File: config.mk
export PLATFORM = sky130hd
export DESIGN_NAME = sprite_fetch_scheduler
export DESIGN_NICKNAME = d
export VERILOG_FILES = /design/src/rtl/sprite_pkg.sv /design/src/rtl/sprite_slot_decode.sv /design/src/rtl/sprite_fetch_scheduler.sv
export SDC_FILE = /design/constraint.sdc
export NUM_CORES = 1
export LEC_CHECK = 0
export BUFFER_PORTS_ARGS = -buffer_cell sky130_fd_sc_hd__buf_2
export CORE_UTILIZATION = 55
export CTS_CLUSTER_DIAMETER = 150
export DETAILED_ROUTE_END_ITERATION = 6
export PLACE_DENSITY = 0.76
export SYNTH_ARGS = -nofsm -noshare
export SYNTH_HDL_FRONTEND = slang
export SYNTH_HIERARCHICAL = 1
export SYNTH_SLANG_ARGS = --single-unit
File: constraint.sdc
create_clock -name vga_clk -period 1.35 [get_ports vga_clk]
set_clock_uncertainty 0.15 [all_clocks]
set_input_delay 0.135 -clock vga_clk [delete_from_list [all_inputs] [get_ports vga_clk]]
set_output_delay 0.135 -clock vga_clk [all_outputs]
set_load 0.05 [all_outputs]
File: src/rtl/sprite_pkg.sv
// sprite_pkg: geometry, widths and helpers shared by the sprite fetch scheduler.
package sprite_pkg;
  localparam int NUM_SPRITES = 4;
  localparam int SPR_W = 35;
  localparam int SPR_H = 58;
  localparam int SPR_X0 = 0;
  localparam int SPR_Y0 = 82;
  localparam int SPR_DY = 64;
  localparam int ROM_AW = 13;
  localparam int IDX_W = 1;
  localparam int BLINK_FRAMES = 15;
  localparam int BLINK_W = $clog2(BLINK_FRAMES + 1);
  localparam int SPR_SIZE = SPR_W * SPR_H;
  typedef logic [2:0] sprite_id_t;
  typedef logic [IDX_W-1:0] pix_idx_t;
  typedef logic [ROM_AW-1:0] rom_addr_t;
  function automatic int spr_base(input int i);
    return i * SPR_SIZE;
  endfunction
  function automatic int spr_top(input int i);
    return SPR_Y0 + i * SPR_DY;
  endfunction
endpackage

File: src/rtl/sprite_slot_decode.sv
// sprite_slot_decode: finds the lowest-index slot covering a pixel and its ROM address.
module sprite_slot_decode
  import sprite_pkg::*;
(
  input  logic [9:0] draw_x,
  input  logic [9:0] draw_y,
  output logic       hit,
  output sprite_id_t id,
  output rom_addr_t  address
);
  logic [31:0] x, y;
  logic [NUM_SPRITES-1:0] slot_hit;
  rom_addr_t slot_addr [NUM_SPRITES];
  assign x = 32'(draw_x);
  assign y = 32'(draw_y);
  for (genvar i = 0; i < NUM_SPRITES; i++) begin : g_slot
    localparam int TOP = spr_top(i);
    localparam int BASE = spr_base(i);
    logic [31:0] full;
    assign slot_hit[i] = x >= 32'(SPR_X0) && x < 32'(SPR_X0 + SPR_W) &&
                         y >= 32'(TOP) && y < 32'(TOP + SPR_H);
    assign full = 32'(BASE) + (x - 32'(SPR_X0)) + (y - 32'(TOP)) * 32'(SPR_W);
    assign slot_addr[i] = full[ROM_AW-1:0];
  end
  // Scanning downwards lets the lowest matching index overwrite the others.
  always_comb begin
    hit = 1'b0;
    id = '0;
    address = '0;
    for (int k = NUM_SPRITES - 1; k >= 0; k--)
      if (slot_hit[k]) begin
        hit = 1'b1;
        id = sprite_id_t'(k);
        address = slot_addr[k];
      end
  end
endmodule

File: src/rtl/sprite_fetch_scheduler.sv
// sprite_fetch_scheduler: two-stage shared-ROM fetch for stacked track sprites with frame-latched blinking highlight.
module sprite_fetch_scheduler
  import sprite_pkg::*;
(
  input  logic       vga_clk,
  input  logic       reset_n,
  input  logic [9:0] DrawX,
  input  logic [9:0] DrawY,
  input  logic       blank,
  input  logic [2:0] track_sel,
  output rom_addr_t  rom_address,
  input  pix_idx_t   rom_q,
  output logic       pix_hit,
  output sprite_id_t pix_id,
  output pix_idx_t   pix_index,
  output logic       pix_highlight,
  output logic       pix_blank
);
  logic d_hit, vis, frame_start, last_frame;
  sprite_id_t d_id, id1, sel;
  rom_addr_t d_addr;
  logic hit1, blank1, blink_on, sel_on;
  logic [BLINK_W-1:0] cnt;
  sprite_slot_decode u_decode (
    .draw_x (DrawX),
    .draw_y (DrawY),
    .hit    (d_hit),
    .id     (d_id),
    .address(d_addr)
  );
  assign vis = d_hit & blank;
  assign frame_start = DrawX == 10'd0 && DrawY == 10'd0;
  assign last_frame = cnt == BLINK_W'(BLINK_FRAMES - 1);
  always_ff @(posedge vga_clk or negedge reset_n)
    if (!reset_n) begin
      rom_address <= '0;
      hit1 <= 1'b0;
      id1 <= '0;
      blank1 <= 1'b0;
      pix_index <= '0;
      pix_hit <= 1'b0;
      pix_id <= '0;
      pix_blank <= 1'b0;
      pix_highlight <= 1'b0;
      sel <= '0;
      sel_on <= 1'b0;
      cnt <= '0;
      blink_on <= 1'b1;
    end else begin
      rom_address <= vis ? d_addr : '0;
      hit1 <= vis;
      id1 <= vis ? d_id : '0;
      blank1 <= blank;
      pix_index <= hit1 ? rom_q : '0;
      pix_hit <= hit1;
      pix_id <= id1;
      pix_blank <= blank1;
      pix_highlight <= hit1 & sel_on & (id1 == sel) & blink_on;
      // Selection only moves at frame start so a frame never shows two highlights.
      if (frame_start) begin
        sel <= track_sel;
        sel_on <= 32'(track_sel) < 32'(NUM_SPRITES);
        cnt <= last_frame ? '0 : cnt + 1'b1;
        if (last_frame) blink_on <= ~blink_on;
      end
    end
endmodule

==> flow_metrics.tcl <==
set metrics [dict create \
    status "finished, violations left" \
    violations "DRC, setup timing" \
    yosysTopAreaCellShare_pct 21.7 \
    setup_ws_ps -3490 \
    port_buffers 46 \
    cp_slowest_stage_delay_ps 510 \
    async_flop_share_pct 100 \
    hp-class "primary input to asynchronous set/reset pin" \
    cts_buffers 5 \
    design.die.area_mm2 0.0137 \
    detail_route.first_pass.iterations 7 \
    regToRegStartpoint "cnt[0]" \
    grt_antenna_before_repair 6 \
    synth_area_leaders "ha_1 (22%), fa_1 (21%), dfrtp_1 (11%), inv_1 (11%), xnor2_1 (6.2%)" \
    slowest_stage "fa_1" \
    start_util_pct 57.1 \
    grt_pass1_vias 7412 \
    grt_overflow 0 \
    clk_pin_slew_worst_paths_ps 70 \
    fmax_mhz 206 \
    p_leak_nw 5.56 \
    grt_setup_unrepaired "yes" \
    die_height_um 117 \
    power_mw 21.8 \
    wl_um 30400 \
    place_congestion 0.976 \
    cts_tree "yes" \
    synth-compound-area-share_pct 12.3 \
    ys_warn_count 6 \
    multi_input_area_mm2 0.00650 \
    dpl_cell_area_mm2 0.00935 \
    synthSimpleGateAreaFrac_pct 10.5 \
    synth_ff_type "dfrtp_1" \
    cts_root_buf "clkbuf_16" \
    setup.worst_path.start "DrawY[2]" \
    netlist_area_mm2 0.00726 \
    worstSetupPathType "primary input to flop" \
    relSlewSlack_pct 56.5 \
    syn_nets 1028 \
    period_share_pct 359 \
    r2r_setup_slack_ps -130 \
    worstSetupEndpoint "rom_address[11]" \
    critPathLaunchType "primary input" \
    crit_required_ps 1390 \
    reg2regPathDepth 3 \
    grt_usage_pct 39.7 \
    clkLatencyLatePin_ps 300 \
    cts.sinks 34 \
    max-cap-violations 0 \
    antenna_left 0 \
    hold_violations 0 \
    crit_chain "buf_8 > o31a_4 > or2_4 > nor3_4 > xnor2_2 > buf_4 > fa_2 > ha_4 > inv_2 > fa_1 > fa_1 > inv_2 > ha_4 > o21ai_1 > nand2b_1 > a31oi_1 > xor2_1 > nor2_1 > a41oi_2 > o221ai_2 > and3_1" \
    vias 7507 \
    rows 41 \
    fin_area_mm2 0.0108 \
    synth_largest_area_cell "ha_1" \
    synth_adder_area_share_pct 42.4 \
    worst_slew_pin_slew_ps 649 \
    ys_seq_elements 34 \
    ys_seq_area_share_pct 11.7 \
    synth_edf_count 0 \
    grt_max_degree 19 \
    viasPerCell 6.02 \
    slew_viol_final 0 \
    hpwl_um 18500 \
    finalNetCount 1298 \
    p_per_area_mw_per_mm2 2020 \
    avgSynthCellArea_um2 9.07 \
    final.setup.tns_ps -40530 \
    cts_max_level 2 \
    drc 38 \
    synthMuxAreaShare_pct 1.05 \
    reg2reg_to "cnt[2]" \
    area_growth_pct 48.7 \
    die_w_um 117 \
    pre_cts_slack_ps -3860 \
    synth_cell_types 72 \
    syn_inst 800 \
    end_kind "flop" \
    design.core.area_mm2 0.0127 \
    synth_top_family_by_area "adder cells" \
    drive_gt1_share_pct 41.7 \
    wl_per_cell_um 24.4 \
    path_max_fanout 4 \
    synth-xor-area-share_pct 9.95 \
    design.portCount 47 \
    setup_viol 27 \
    grt_pass1_wl_um 39600 \
    ir_drop_uv 1280 \
    period_needed_ps 4840 \
    arrival_ps 4880 \
    cts_max_path_buffers 2 \
    regArea_um2 852 \
    drt_iter0_drc 1008 \
    nFillCells 643 \
]
## cells in the mapped netlist, types with 3 or more instances
cell,n
nand2_1,16
a222oi_1,5
fa_1,75
and2_1,5
dfrtp_1,33
xor2_1,22
a31oi_1,4
nor4_2,8
mux2_2,4
o21bai_1,6
nand3_1,6
a21oi_1,35
a211o_1,3
xnor2_1,51
buf_2,5
o21ai_0,32
o31ai_1,5
o21a_1,6
ha_1,126
inv_1,214
o22ai_1,4
a211oi_1,3
buf_1,3
nand2b_1,8
nor2_1,20
nor2b_1,5
a21o_1,5
o31a_1,3
nor3_1,13
and3_1,18
buf_4,3
## sequential cells by signal, indices dropped and copies added (netlist names), 3 cells and up
| register | count |
|---|---|
| pix_id | 3 |
| id1 | 3 |
| sel | 3 |
| cnt | 4 |
| rom_address | 13 |
## kinds of logic (layout without fill, tap and decap cells)
group,Yosys count,in the layout
buf+inv,227,498
compound gates,132,132
mux,7,7
other cells,1,6
xor+xnor,77,77
flops,34,34
simple gates,121,121
fa+ha+maj,201,201
## worst min path at each step
| stage | startpoint | endpoint | slack [ps] | cells past startpoint |
|---|---|---|---|---|
| 6_report | reset_n | blank1 | 170 | 2 |
| 5_1_grt | reset_n | rom_address[2] | 220 | 2 |
| 4_1_cts | reset_n | pix_hit | 170 | 2 |
| 3_5_place_dp | reset_n | pix_hit | -70 | 1 |
| 3_3_place_gp | reset_n | pix_hit | -70 | 1 |
| 2_1_floorplan | reset_n | blank1 | -310 | 0 |
## power by group
group | switching (mW) | total [mW] | internal (mW)
clock | 0.568 | 1.68 | 1.11
combinational | 10.0 | 19.1 | 9.08
sequential | 0.00214 | 1.02 | 1.02
## metrics by stage
| step | hold slack [ps] | util [%] | std cells |
|---|---|---|---|
| 6_report | 173 | 84.8 | 1248 |
| 5_1_grt | 216 | 84.8 | 1244 |
| 4_1_cts | 174 | 82.0 | 1231 |
| 3_5_place_dp | -73.1 | 73.5 | 1188 |
| 3_3_place_gp | -73.6 | 73.5 | 1188 |
| 2_1_floorplan | -311 | - | 800 |
## timing repair
| item | 4_1_cts | 5_1_grt |
|---|---|---|
| pin swaps | 97 | 61 |
| setup endpoints to repair | 25 | 25 |
| buffers inserted | 30 | 12 |
| resized for setup | 130 | 56 |
| hold endpoints to repair | 38 | 0 |
| hold buffers | 6 | 0 |
## area by class of cell
type                            instances  share of cell area (%)
Tap cell                              172                    1.99
Clock inverter                          2                   0.556
Timing Repair Buffer                  276                    20.4
Sequential cell                        34                    7.89
Clock buffer                            6                    1.29
Inverter                              214                    7.54
Multi-Input combinational cell        539                    60.2
Antenna cell                            5                   0.116
## cells in the final DEF (no fill, tap or decap), types with 6 or more instances in the layout
cell type,Yosys,final
buf_2,5,39
xor2_1,22,19
a21oi_1,35,25
o21ai_2,0,10
ha_1,126,92
nor4_4,0,7
xnor2_2,2,11
nor2_1,20,20
fa_1,75,71
xnor2_1,51,39
o21ai_1,1,10
nor3_1,13,8
inv_1,214,181
dfrtp_1,33,33
dlygate4sd3_1,0,6
and3_1,18,17
buf_4,3,184
ha_4,0,31
a21oi_2,1,9
buf_6,0,41
o21ai_0,32,11
nand2b_1,8,7
o21a_1,6,6
inv_2,0,30
nand2_1,16,15
## metal layers
metal,share of wire [%],vias up,track usage (%),wire length (um)
li1,-,3121,-,-
met1,32,3516,43.8,9660
met2,46,585,69.6,14000
met3,11,285,8.03,3310
met4,11,0,26.3,3440
met5,0,-,0,0
## critical path, delay by kind of cell
| kind | cells | cell delay, ps |
|---|---|---|
| AOI/OAI and AO/OA | 5 | 1060 |
| xor gates and xnor gates | 2 | 460 |
| adders and majority gates | 5 | 1940 |
| buffers and inverters | 4 | 340 |
| and+or+nand+nor | 5 | 950 |
Power figures use the tool's default switching activity.
